## config.mk

```make
export PLATFORM = sky130hd
export DESIGN_NAME = serial_adder_ctrl
export DESIGN_NICKNAME = d
export VERILOG_FILES = /design/src/rtl/serial_add_pkg.sv /design/src/rtl/half_adder_cell.sv /design/src/rtl/serial_adder_ctrl.sv
export SDC_FILE = /design/constraint.sdc
export NUM_CORES = 1
export LEC_CHECK = 0
export ABC_CLOCK_PERIOD_IN_PS = 1800
export CORE_ASPECT_RATIO = 0.5
export CORE_MARGIN = 10
export CORE_UTILIZATION = 51
export DETAILED_ROUTE_END_ITERATION = 7
export PLACE_DENSITY_LB_ADDON = 0.1
export SLEW_MARGIN = 20
export SYNTH_ARGS = -nofsm -noshare
export SYNTH_HDL_FRONTEND = slang
export SYNTH_SLANG_ARGS = --single-unit
```

## constraint.sdc

```tcl
create_clock -name clk -period 1.8 [get_ports clk]
set_clock_uncertainty 0.15 [all_clocks]
set_input_delay 0.54 -clock clk [delete_from_list [all_inputs] [get_ports clk]]
set_output_delay 0.54 -clock clk [all_outputs]
set_load 0.01 [all_outputs]
```

## src/rtl/serial_add_pkg.sv

```systemverilog
`default_nettype none
// ============================================================================
// Module      : serial_add_pkg
// Description : Shared types and helpers for the bit-serial adder controller:
//               FSM state encoding, default operand width and counter sizing.
// Revision    : 1.0 - initial release
// ============================================================================
package serial_add_pkg;

    // Controller states; explicit 2-bit encoding
    typedef enum logic [1:0] {
        IDLE = 2'd0,
        RUN  = 2'd1,
        DONE = 2'd2
    } state_t;

    // Operand/sum width used when the instantiating level does not override it
    localparam int DEFAULT_WIDTH = 8;

    // Bit counter width: enough to count 0..width-1, never narrower than 1 bit
    function automatic int cnt_width(input int width);
        if ($clog2(width) < 1) begin
            return 1;
        end
        return $clog2(width);
    endfunction

endpackage : serial_add_pkg
`default_nettype wire

```

## src/rtl/half_adder_cell.sv

```systemverilog
`default_nettype none
// ============================================================================
// Module      : half_adder_cell
// Description : Combinational one-bit half adder. Two of these plus an OR of
//               their carries form the full-add slice of the serial adder.
// Revision    : 1.0 - initial release
// ============================================================================
module half_adder_cell (
    input  logic a,
    input  logic b,
    output logic s,
    output logic c
);

    assign s = a ^ b;
    assign c = a & b;

endmodule : half_adder_cell
`default_nettype wire

```

## src/rtl/serial_adder_ctrl.sv

```systemverilog
`default_nettype none
// ============================================================================
// Module      : serial_adder_ctrl
// Description : Bit-serial adder. Accepts two WIDTH-bit operands over a
//               valid/ready handshake, adds them LSB first one bit per clock
//               through a shared full-add slice, and presents sum and carry
//               over a second valid/ready handshake.
// Revision    : 1.0 - initial release
// ============================================================================
module serial_adder_ctrl
    import serial_add_pkg::*;
#(
    parameter int WIDTH = DEFAULT_WIDTH
) (
    input  logic             clk,
    input  logic             rst,
    input  logic             in_valid,
    output logic             in_ready,
    input  logic [WIDTH-1:0] A,
    input  logic [WIDTH-1:0] B,
    output logic             out_valid,
    input  logic             out_ready,
    output logic [WIDTH-1:0] S,
    output logic             C
);

    localparam int             C_CNT_W = cnt_width(WIDTH);
    localparam logic [C_CNT_W-1:0] C_LAST = C_CNT_W'(WIDTH - 1);

    state_t               r_state;
    state_t               w_state_next;
    logic [WIDTH-1:0]     r_a_sh;
    logic [WIDTH-1:0]     r_b_sh;
    logic [WIDTH-1:0]     r_sum_sh;
    logic [WIDTH-1:0]     w_sum_next;
    logic                 r_carry;
    logic [C_CNT_W-1:0]   r_cnt;
    logic                 w_last;

    // Full-add slice signals
    logic w_p;
    logic w_g1;
    logic w_s;
    logic w_g2;
    logic w_carry_next;

    // The LSB of the sum register is shifted out on the final bit and never read
    logic w_unused_sum_lsb;
    assign w_unused_sum_lsb = r_sum_sh[0];

    // First cell: propagate and generate of the operand bits
    half_adder_cell u_ha_operands (
        .a (r_a_sh[0]),
        .b (r_b_sh[0]),
        .s (w_p),
        .c (w_g1)
    );

    // Second cell: fold in the running carry
    half_adder_cell u_ha_carry (
        .a (w_p),
        .b (r_carry),
        .s (w_s),
        .c (w_g2)
    );

    assign w_carry_next = w_g1 | w_g2;
    assign w_last       = (r_cnt == C_LAST);

    // New sum bit enters at the MSB; after WIDTH shifts bit 0 lands at the LSB
    generate
        if (WIDTH > 1) begin : g_sum_wide
            assign w_sum_next = {w_s, r_sum_sh[WIDTH-1:1]};
        end else begin : g_sum_single
            assign w_sum_next = w_s;
        end
    endgenerate

    // State register
    always_ff @(posedge clk) begin
        if (rst) begin
            r_state <= IDLE;
        end else begin
            r_state <= w_state_next;
        end
    end

    // Next-state logic and handshake outputs decoded from the registered state
    always_comb begin
        w_state_next = r_state;
        in_ready     = 1'b0;
        out_valid    = 1'b0;
        case (r_state)
            IDLE: begin
                in_ready = 1'b1;
                if (in_valid) begin
                    w_state_next = RUN;
                end
            end
            RUN: begin
                if (w_last) begin
                    w_state_next = DONE;
                end
            end
            DONE: begin
                out_valid = 1'b1;
                if (out_ready) begin
                    w_state_next = IDLE;
                end
            end
            default: begin
                w_state_next = IDLE;
            end
        endcase
    end

    // Datapath: operand load, per-bit shift/accumulate, result capture on last bit
    always_ff @(posedge clk) begin
        if (rst) begin
            r_a_sh   <= '0;
            r_b_sh   <= '0;
            r_sum_sh <= '0;
            r_carry  <= 1'b0;
            r_cnt    <= '0;
            S        <= '0;
            C        <= 1'b0;
        end else begin
            case (r_state)
                IDLE: begin
                    if (in_valid) begin
                        r_a_sh   <= A;
                        r_b_sh   <= B;
                        r_sum_sh <= '0;
                        r_carry  <= 1'b0;
                        r_cnt    <= '0;
                    end
                end
                RUN: begin
                    r_a_sh   <= r_a_sh >> 1;
                    r_b_sh   <= r_b_sh >> 1;
                    r_sum_sh <= w_sum_next;
                    r_carry  <= w_carry_next;
                    if (w_last) begin
                        // Result registers only change here, so they hold
                        // steady through DONE and the next operation's RUN
                        S <= w_sum_next;
                        C <= w_carry_next;
                    end else begin
                        r_cnt <= r_cnt + 1'b1;
                    end
                end
                default: begin
                end
            endcase
        end
    end

endmodule : serial_adder_ctrl
`default_nettype wire

```

Yosys cells after proc, flatten, opt, wreduce, memory -nomap -nowiden
Cells that the tools add are included.
{"block": "totals", "reg_bits": 39, "latchBits": 0, "mem_bits_rw": 0, "rom_bits": 0, "input_bits": 20, "output_inout_bits": 11, "word_cells": 44, "n_memories": 0}
{"block": "op_classes", "addsub": 1, "n_mul": 0, "n_div": 0, "n_lt_le_gt_ge": 0, "eq_ne": 7, "shift": 0, "n_mux": 17, "bitwise_logic": 5, "n_reduce_logical": 6}
{"op": "$pmux 8 s2", "n": 3}
{"op": "$mux 8", "n": 3}
{"op": "$ne 2x2->1 const B", "n": 4}
{"op": "$mux 2", "n": 3}
{"op": "$mux 3", "n": 2}
{"op": "$pmux 2 s3", "n": 1}
{"op": "$pmux 3 s2", "n": 1}
{"op": "$reduce_and 3->1", "n": 2}
{"op": "$reduce_and 2->1", "n": 2}
{"op": "$add 3x1->3 const B", "n": 1}
{"op": "$eq 3x3->1 const B", "n": 1}
{"op": "$mux 1", "n": 3}
{"op": "$and 1x1->1", "n": 2}
{"op": "$eq 2x1->1 const B", "n": 1}
{"op": "$eq 2x2->1 const B", "n": 1}
{"op": "$logic_not 2->1", "n": 1}
{"op": "$pmux 1 s2", "n": 1}
{"op": "$reduce_bool 2->1", "n": 1}
{"op": "$xor 1x1->1", "n": 2}
{"op": "$or 1x1->1", "n": 1}

Longest topological paths before layout
Gate-level depths: netlist (run 1).
{"block": "logic_depth", "ltp_word": 4, "depth_mapped": 6, "depth_no_buf": 5}

By module
From an unflattened synthesis (run 1), not the netlist that was laid out.
{"block": "unflattened", "hier_cells": 166, "area_unflattened_um2": 1711.6}
{"mod": "serial_adder_ctrl", "instances": 1, "cells_each": 164, "area_per_inst_um2": 1686.6, "seq_area_each_um2": 760.7}
{"mod": "half_adder_cell", "instances": 2, "cells_each": 1, "area_per_inst_um2": 12.5, "seq_area_each_um2": 0.0}

Worst setup path before layout (run 1)
Ideal clock, no wire load.
{"block": "synth_timing", "path_type": "register -> register", "startpoint": "register r_cnt[0]", "endpoint": "register r_cnt[1]", "setup_time_ns": 0.127, "arrival_time_ns": 1.181, "t_required_ns": 1.523, "path_slack_ns": 0.342, "path_stages_with_launch": 6, "n_path_buf": 0, "period_less_slack_ns": 1.458, "cell_sequence": "dfxtp_1 > ha_1 > ha_1 > or2b_1 > a21oi_1 > o21ai_0"}
{"block": "synth_via", "elab_chain_len": 3, "word_cells_on_any_way": 6, "cone_classes": "add/sub: 1; eq/ne: 2; mux: 2; reduce/logical: 1"}
{"item": "start: declaration", "line_no": "serial_adder_ctrl.sv:37", "rtl": "logic [C_CNT_W-1:0] r_cnt;"}
{"item": "start signal: assignment", "line_no": "serial_adder_ctrl.sv:149", "rtl": "r_cnt <= r_cnt + 1'b1;"}
{"item": "$add 3x1->3 / $eq 3x3->1 (equally long branches)", "line_no": "serial_adder_ctrl.sv:149, serial_adder_ctrl.sv:68"}
{"item": "$mux 3 / $ne 2x2->1 (equally long branches)"}
{"item": "$pmux 3 s2 / $reduce_and 3->1 (equally long branches)"}
Parallel ways exist; a longest one is shown, timed or not. The select of a mux whose other input is x is not followed.
A chain may end at the register's enable or synchronous reset.

Final worst setup path (run 1)
{"block": "layout_timing", "startpoint": "register r_state[1]", "endpoint": "output port in_ready"}
{"block": "layout_via", "elab_chain_len": 2}
{"item": "start: declaration", "line_no": "serial_adder_ctrl.sv:30", "rtl": "state_t r_state;"}
{"item": "start signal: assignment", "line_no": "serial_adder_ctrl.sv:84", "rtl": "r_state <= w_state_next;"}
{"item": "$logic_not 2->1", "line_no": "serial_adder_ctrl.sv:93", "rtl": "case (r_state)"}
{"item": "$mux 1", "line_no": "serial_adder_ctrl.sv:93"}
{"item": "end: declaration", "line_no": "serial_adder_ctrl.sv:18", "rtl": "output logic in_ready,"}
No other way between the ends.

==> results of run 1 <==
-- cells by family after synthesis --
kind of cell	after synthesis
buffers and inverters	13
AND/OR/NAND/NOR	56
AO/OA/AOI/OAI	40
flip-flops	38
adder cells (fa/ha/maj)	3
multiplexers	14
-- power by group through the flow --
stage | clock network (mW) | registers (mW) | logic, mW
floorplan | 0 | 0.918 | 0.198
global placement | 0 | 0.924 | 0.270
detailed placement | 0 | 0.924 | 0.276
CTS | 0.723 | 0.906 | 0.277
global route | 0.772 | 0.911 | 0.297
finish | 0.709 | 0.906 | 0.275
-- placed cells by master (no fill, tap or decap), types with 9 or more instances in the layout --
cell type	n
a211oi_2	14
a21oi_1	11
buf_4	12
clkdlybuf4s50_1	19
dfxtp_1	37
dlygate4sd2_1	9
mux2i_1	14
nand2_1	12
nand3_1	9
nor2_1	18
-- sequential cells by signal, indices dropped and copies added, names as in the netlist --
signal	flops
r_cnt	3
r_b_sh	8
S	8
r_carry	1
r_a_sh	8
r_sum_sh	7
C	1
r_state	2
-- worst paths after layout --
kind / to / startpoint
worst min register to register: S[0]$_SDFFE_PP0P_ / S[0]$_SDFFE_PP0P_
worst max register to register: r_cnt[2]$_SDFFE_PP0P_ / r_cnt[0]$_SDFFE_PP0P_
worst min-delay path: S[0]$_SDFFE_PP0P_ / S[0]$_SDFFE_PP0P_
worst max-delay path: in_ready / r_state[1]$_SDFFE_PP0P_
-- timing repair --
item / CTS / global route
gates resized for setup: 15 / 2
buffers inserted: 0 / 0
setup endpoints to repair: 11 / 2
-- worst min-delay path, cell delays in order, from the launching register on --
cell and delay, ns:
dfxtp_1 0.31, nand2_1 0.05, a21oi_1 0.05
-- per-stage QoR --
stage	setup WS (ns)	instances	power (mW)
floorplan	0.342	164	1.12
global placement	-0.130	237	1.19
detailed placement	-0.179	237	1.20
CTS	0.0144	245	1.91
global route	0.0371	245	1.98
finish	0.0717	245	1.89
-- layer usage --
layer,vias to the layer above,global-route usage (%)
met5,-,0
met4,0,7.27
met3,8,4.65
met2,26,18.6
met1,589,14.0
li1,656,-
-- cell type report --
cell class	count	area (um^2)	area share, %
Multi-Input combinational cell	113	818	37.6
Tap cell	40	50.0	2.30
Inverter	1	3.75	0.173
Clock buffer	7	76.3	3.51
Timing Repair Buffer	45	435	20.0
Clock inverter	1	30.0	1.38
Sequential cell	38	762	35.0
==> results by group, run 1 <==
Power
  – Switching share of power: 23.6%
  – Combinational group share of total power: 14.6%
  – Leakage: 0.857 nW
  – Cell-internal power: 1.44 mW
  – Clock network fraction of total power: 37.5%
  – Seq pwr share: 47.9%
  – Power Dens Cells: 869 nW/um^2
  – Sw power: 447 uW
  – Worst vdd rail ir drop: 0.568 mV

Synth
  – Main combinational cell family by area after synthesis: compound AO/OA/AOI/OAI gates
  – Synth cell count leaders: dfxtp_1 (38), nor2_1 (19), a211oi_2 (14), mux2i_1 (14), nand2_1 (12)
  – Area contributors post-synth: dfxtp_1 (45%), a211oi_2 (10%), mux2i_1 (8.2%)
  – Post-synth top area cell: dfxtp_1
  – YS warnings: 0
  – Cell area after synthesis: 1700 um^2
  – Share of the synthesized area in the top cell type: 44.7%
  – Mean Syn Cell Area: 10.4 um^2
  – Number of flops mapped to enable cells by yosys: 0
  – Synth Flop Type: dfxtp_1
  – Mux contribution to synthesized area: 8.23%
  – Post-synth cell types: 29
  – Seq/Total Area, Yosys: 44.7%
  – Cells after synthesis: 164
  – Async SR Flop Fraction: 0%
  – Simple logic cell fraction of the synthesized area: 16.3%
  – Post-Synth XOR/XNOR Area: 0%
  – Adder-Cell Fraction of Synth Area: 2.65%
  – Compound-Gate Fraction of Synth Area: 20.7%
  – Seq cells post-synth: 38
  – Top-count cell post-synth: dfxtp_1
  – Syn_nets: 187

STA
  – Tcrit/Tclk final: 96.0%
  – Worst-Margin Slew: 0.319 ns
  – Tmin final: 1.73 ns
  – # setup viols final: 0
  – Fin Hold WS: 0.303 ns
  – Setup TNS: 0 ns
  – Rel. slew slack: 78.7%
  – Count of pins over their slew limit: 0
  – Fmax: 579 MHz
  – Hold Fails Final Rpt: 0
  – RSZ-0062 raised after global routing: no

Detailed routing
  – Residual DRC: 0
  – Met3 wire length: 184 um
  – Final wirelength: 3390 um
  – WL met2: 1550 um
  – Via count: 1,279
  – 1st-iter DRT viols: 53
  – DR WL/cell: 13.8 um
  – Via density per instance: 5.22
  – Initial DRT Pass Iterations: 4
  – Metal-1 WL: 1570 um
  – ANT nets after route: 0
  – DR top layer: met4

Clocking
  – CTS tree: done
  – Hold-fix buffers, CTS: 0
  – Worst skew pair latency: 0.29 ns
  – Clock buffer count from CTS: 5
  – H-tree Lvls: 2
  – Clock Path Buffers: 2
  – Worst-path clk slew: 0.08 ns
  – Sinks on Clock Net: 38
  – CTS root buf: clkbuf_8

Finish
  – Share of post-route cells with drive strength above 1: 23.9%
  – ANT cells: 0
  – Fillers: 260
  – Finished Cell Area: 2180 um^2
  – Utilization after layout: 70.2%
  – Nets: 227
  – Area Overhead vs Synth: 27.8%

Worst setup path
  – CP Cell Sequence: nor2_2, clkdlybuf4s15_2
  – CP endpoint kind: primary output
  – Crit path required time: 1.11 ns
  – Largest delay share family, worst path: flip-flops
  – CP max-delay cell: dfxtp_1
  – Crit path DAT: 1.04 ns
  – Reg-to-reg setup timing slack: 0.21 ns
  – Worst setup SP type: flop
  – Setup CP Type: reg2out
  – Worst reg2reg path depth: 5
  – CP max FO: 3
  – Worst path buffer plus inverter count: 1
  – CP Depth: 2
  – CP max stage delay: 0.34 ns

Global route
  – Pin count of the biggest net entering global routing: 20
  – Initial antenna violation count: 0
  – First-pass GRT wire length: 5780 um
  – Global route overflow: 0
  – Overall Global Routing Usage: 12.0%
  – Vias in the first global route: 1,224

Floorplanning
  – # IOs: 31
  – Initial cell density of the core: 54.9%
  – Core area: 3100 um^2
  – Die width: 102 um
  – Rows: 14
  – DIE AREA: 6190 um^2
  – Die Y: 60.9 um

Min path
  – Type of the worst min-delay path: reg2reg
  – Hold Crit Depth: 2

Placement
  – Post-DP HPWL: 2420 um
  – Port bufs: 30
  – Post-DP Area: 2080 um^2
  – Routability congestion estimate from global placement: 0.772

Flow run
  – Max-cap violation count: 0

Outcome
  – Status: complete, no violations
Power figures use the tool's default switching activity.
==> run 2: changes to the inputs <==
--- a/config.mk
+++ b/config.mk
@@ -8,8 +8,9 @@
 export ABC_CLOCK_PERIOD_IN_PS = 1800
 export CORE_ASPECT_RATIO = 0.5
 export CORE_MARGIN = 10
-export CORE_UTILIZATION = 51
+export CORE_UTILIZATION = 55
 export DETAILED_ROUTE_END_ITERATION = 7
+export DONT_BUFFER_PORTS = 1
 export PLACE_DENSITY_LB_ADDON = 0.1
 export SLEW_MARGIN = 20
 export SYNTH_ARGS = -nofsm -noshare
==> results by group, run 2 (synthesized netlist as in run 1, its figures left out) <==
Power
  – Cell-internal power: 1.37 mW
  – Clock network fraction of total power: 39.3%
  – Worst vdd rail ir drop: 0.532 mV
  – Power Dens Cells: 1000 nW/um^2
  – Switching share of power: 23.1%
  – Seq pwr share: 51.1%
  – Leakage: 0.636 nW
  – Sw power: 410 uW
  – Combinational group share of total power: 9.7%
  – Power consumption: 1.78 mW

Clocking
  – Sinks on Clock Net: 38
  – CTS tree: done
  – CTS resizes: 0
  – Clock Path Buffers: 2
  – H-tree Lvls: 2
  – Hold-fix buffers, CTS: 0
  – Worst-path clk slew: 0.07 ns
  – Clock buffer count from CTS: 5
  – CTS root buf: clkbuf_8
  – Worst skew pair latency: 0.29 ns
  – Setup bufs post-CTS: 0

Detailed routing
  – Initial DRT Pass Iterations: 4
  – Via density per instance: 5.36
  – 1st-iter DRT viols: 51
  – ANT nets after route: 0
  – DR WL/cell: 15.3 um
  – Final wirelength: 3120 um
  – Residual DRC: 0
  – Via count: 1,094

Finish
  – Footprint of the multi-input gates: 816 um^2
  – Largest registers: S (8), r_a_sh (8), r_b_sh (8)
  – Finished Cell Area: 1770 um^2
  – ANT cells: 0
  – Nets: 186
  – Utilization after layout: 59.5%
  – Most common cell after layout, fill and taps aside: dfxtp_1
  – Commonest cells after routing, fill and taps aside: dfxtp_1 (37), nor2_1 (19), mux2i_1 (14), a211oi_2 (14), nand2_1 (12)
  – Share of post-route cells with drive strength above 1: 22.6%
  – Fillers: 280
  – Area Overhead vs Synth: 3.97%
  – Reg area: 762 um^2

Global route
  – Initial antenna violation count: 0
  – Global route overflow: 0
  – First-pass GRT wire length: 5260 um
  – Overall Global Routing Usage: 11.1%
  – Vias in the first global route: 1,080
  – Pin count of the biggest net entering global routing: 40

Worst setup path
  – CP Cell Sequence: and2b_1
  – Worst path buffer plus inverter count: 0
  – R2r startpoint: r_cnt[0]$_SDFFE_PP0P_
  – Worst reg2reg path depth: 5
  – CP Depth: 1
  – CP max stage delay: 0.47 ns
  – Setup CP Type: reg2out
  – Critical path endpoint: out_valid
  – Reg-to-reg setup timing slack: 0.19 ns
  – Worst setup SP type: flop
  – CP max-delay cell: dfxtp_1
  – Crit path DAT: 1.00 ns
  – CP endpoint kind: primary output
  – CP max FO: 8
  – Crit path required time: 1.11 ns
  – R2R Path End: r_cnt[1]$_SDFFE_PP0P_
  – Origin of the worst setup path: r_state[1]$_SDFFE_PP0P_
  – Largest delay share family, worst path: flip-flops

STA
  – Worst-Margin Slew: 0.458 ns
  – Tmin final: 1.69 ns
  – Fin Hold WS: 0.165 ns
  – Setup TNS: 0 ns
  – Tcrit/Tclk final: 93.7%
  – RSZ-0062 raised after global routing: no
  – Hold Fails Final Rpt: 0
  – Count of pins over their slew limit: 0
  – # setup viols final: 0
  – Rel. slew slack: 69.5%
  – Fmax: 593 MHz

Placement
  – Port bufs: 0
  – Post-DP Area: 1660 um^2
  – Routability congestion estimate from global placement: 0.747
  – Post-DP HPWL: 2120 um

Floorplanning
  – Core area: 2980 um^2
  – Initial cell density of the core: 57.2%
  – Rows: 14
  – Die Y: 59.3 um
  – DIE AREA: 5860 um^2
  – Die width: 98.7 um
  – # IOs: 31

Outcome
  – Status: complete, no violations

Min path
  – Type of the worst min-delay path: in2reg

Flow run
  – Max-cap violation count: 0
[run 2: changes by cell type in the layout (fill, tap and decap cells not counted), moves of 2 or more]
cell             change
dlygate4sd2_1        -9
clkdlybuf4s50_1     -19
buf_12               -3
clkinv_2             +2
clkbuf_1             -2
buf_4                -8
[run 2: layout make-up]
class | instances | share of cell area (%)
clock buffer | 5 | 3.89
clock inverter | 3 | 2.26
inverter | 1 | 0.212
multi-input combinational | 113 | 46.1
sequential | 38 | 43.0
tap | 40 | 2.83
timing repair buffer | 4 | 1.70
[run 2: power groups by stage]
stage	clock (mW)	sequential [mW]	combinational, mW
4_1_cts	0.719	0.908	0.173
3_3_place_gp	0	0.927	0.168
5_1_grt	0.745	0.915	0.191
6_report	0.698	0.909	0.172
2_1_floorplan	0	0.918	0.198
3_5_place_dp	0	0.927	0.172
[run 2: through the flow]
stage	std cells	setup slack (ns)
after detailed placement	196	0.229
after global routing	204	0.0380
final	204	0.113
after global placement	196	0.265
after CTS	204	0.00694
after floorplan	164	0.342
[run 2: worst min path at each step]
stage	slack, ns	cells after the start	end	start
after detailed placement	0.30	2	S[0]$_SDFFE_PP0P_	r_sum_sh[1]$_SDFFE_PP0P_
after CTS	0.16	1	S[5]$_SDFFE_PP0P_	rst
after global placement	0.30	2	S[0]$_SDFFE_PP0P_	r_sum_sh[1]$_SDFFE_PP0P_
final	0.17	1	r_state[1]$_SDFFE_PP0P_	rst
after floorplan	0.29	2	S[0]$_SDFFE_PP0P_	r_sum_sh[1]$_SDFFE_PP0P_
after global routing	0.15	1	S[2]$_SDFFE_PP0P_	rst
[run 2: layer usage]
layer  vias to the layer above  global-route usage, %  share of wire [%]  routed length, um
li1                        572                      -                  -                  -
met1                       494                   12.9                 46               1450
met2                        22                   16.1                 42               1310
met3                         6                   7.22                 10                315
met4                         0                   4.26                1.3                 42
met5                         -                      0                  0                  0
==> run 3: changes to the inputs <==
--- a/config.mk
+++ b/config.mk
@@ -7,7 +7,7 @@
 export LEC_CHECK = 0
 export ABC_CLOCK_PERIOD_IN_PS = 1800
 export CORE_ASPECT_RATIO = 0.5
-export CORE_MARGIN = 10
+export CORE_MARGIN = 1.5
 export CORE_UTILIZATION = 55
 export DETAILED_ROUTE_END_ITERATION = 7
 export DONT_BUFFER_PORTS = 1
==> results by group, run 3 (synthesized netlist as in run 1, its figures left out) <==
STA
  – Tcrit/Tclk final: 94.6%
  – Fmax: 587 MHz
  – Fin Hold WS: 0.162 ns
  – Tmin final: 1.70 ns
  – Setup TNS: 0 ns
  – # setup viols final: 0
  – RSZ-0062 raised after global routing: no
  – Hold Fails Final Rpt: 0
  – Count of pins over their slew limit: 0
  – Final WS setup: 0.0969 ns
  – Worst-Margin Slew: 0.464 ns
  – Rel. slew slack: 69.1%

Detailed routing
  – DR WL/cell: 14.0 um
  – Initial DRT Pass Iterations: 4
  – 1st-iter DRT viols: 52
  – Residual DRC: 0
  – Via density per instance: 5.61
  – Final wirelength: 2870 um
  – Via count: 1,145
  – ANT nets after route: 0

Global route
  – Initial antenna violation count: 0
  – Overall Global Routing Usage: 18.8%
  – First-pass GRT wire length: 4870 um
  – Global route overflow: 0
  – Pin count of the biggest net entering global routing: 40
  – Vias in the first global route: 1,106

Worst setup path
  – CP Cell Sequence: and2b_1
  – Largest delay share family, worst path: flip-flops
  – Worst setup SP type: flop
  – Setup CP Type: reg2out
  – Worst path buffer plus inverter count: 0
  – Crit path required time: 1.11 ns
  – CP max FO: 8
  – CP max stage delay: 0.48 ns
  – CP endpoint kind: primary output
  – Crit path DAT: 1.01 ns
  – CP max-delay cell: dfxtp_1

Finish
  – Commonest cells after routing, fill and taps aside: dfxtp_1 (37), nor2_1 (19), mux2i_1 (14), a211oi_2 (14), nand2_1 (12)
  – Largest registers: S (8), r_a_sh (8), r_b_sh (8)
  – Nets: 186
  – Post-Layout Cell Count: 204
  – Area Overhead vs Synth: 3.16%
  – ANT cells: 0
  – Most common cell after layout, fill and taps aside: dfxtp_1
  – Share of post-route cells with drive strength above 1: 22.6%

Clocking
  – Clock buffer count from CTS: 5
  – Setup bufs post-CTS: 0
  – H-tree Lvls: 2
  – Sinks on Clock Net: 38
  – CTS root buf: clkbuf_8
  – Hold-fix buffers, CTS: 0
  – CTS tree: done
  – Worst skew pair latency: 0.29 ns
  – Worst-path clk slew: 0.07 ns
  – Clock Path Buffers: 2
  – CTS resizes: 0

Placement
  – Pre-CTS setup slack: 0.156 ns
  – Port bufs: 0
  – Routability congestion estimate from global placement: 0.692
  – Post-DP HPWL: 1910 um
  – Dpl cells: 196

Floorplanning
  – Initial cell density of the core: 57.2%
  – Rows: 14
  – # IOs: 31
  – Die width: 81.7 um
  – Die Y: 42.3 um
  – Core area: 2980 um^2
  – DIE AREA: 3460 um^2

Power
  – Worst vdd rail ir drop: 0.500 mV
  – Power Dens Cells: 959 nW/um^2
  – Leakage: 0.625 nW
  – Power consumption: 1.68 mW

Flow run
  – Max-cap violation count: 0

Outcome
  – Status: complete, no violations

Min path
  – Type of the worst min-delay path: in2reg
-- run 3: cell count changes in the layout (fill, tap and decap cells not counted), sizes merged --
cell | before | now
clkinvlp | 0 | 1
clkinv | 2 | 1
bufinv | 1 | 0
clkbuf | 5 | 6
-- run 3: final timing paths --
| path | startpoint | to | slack [ns] | depth (start not counted) |
|---|---|---|---|---|
| worst max-delay path | r_state[1]$_SDFFE_PP0P_ | out_valid | 0.1 | 1 |
| worst min-delay path | rst | r_state[1]$_SDFFE_PP0P_ | 0.16 | 1 |
| worst max register to register | r_cnt[0]$_SDFFE_PP0P_ | r_cnt[2]$_SDFFE_PP0P_ | 0.13 | 5 |
| worst min register to register | r_sum_sh[1]$_SDFFE_PP0P_ | S[0]$_SDFFE_PP0P_ | 0.32 | 2 |
-- run 3: where the power goes --
part	internal [mW]	switching, mW
combinational	0.0810	0.0916
clock	0.308	0.296
sequential	0.880	0.0279
total	1.27	0.416
-- run 3: metal layers --
metal	GRT usage (%)	share of wire (%)	routed length (um)
met5	0	0	0
met4	6.10	0.66	19
met3	8.91	7.1	202
met2	28.9	44	1260
met1	23.4	48	1380
-- run 3: stage by stage --
stage,instance area (um^2),util [%]
floorplan,1700,-
global placement,1660,55.8
detailed placement,1660,55.8
CTS,1760,58.9
global route,1760,59.0
finish,1760,59.0
-- run 3: final cells by class --
class,count,area [um^2]
Fill cell,275,1220
Multi-Input combinational cell,113,816
Sequential cell,38,762
Clock buffer,6,82.6
Tap cell,40,50.0
Timing Repair Buffer,4,30.0
Clock inverter,2,12.5
Inverter,1,3.75
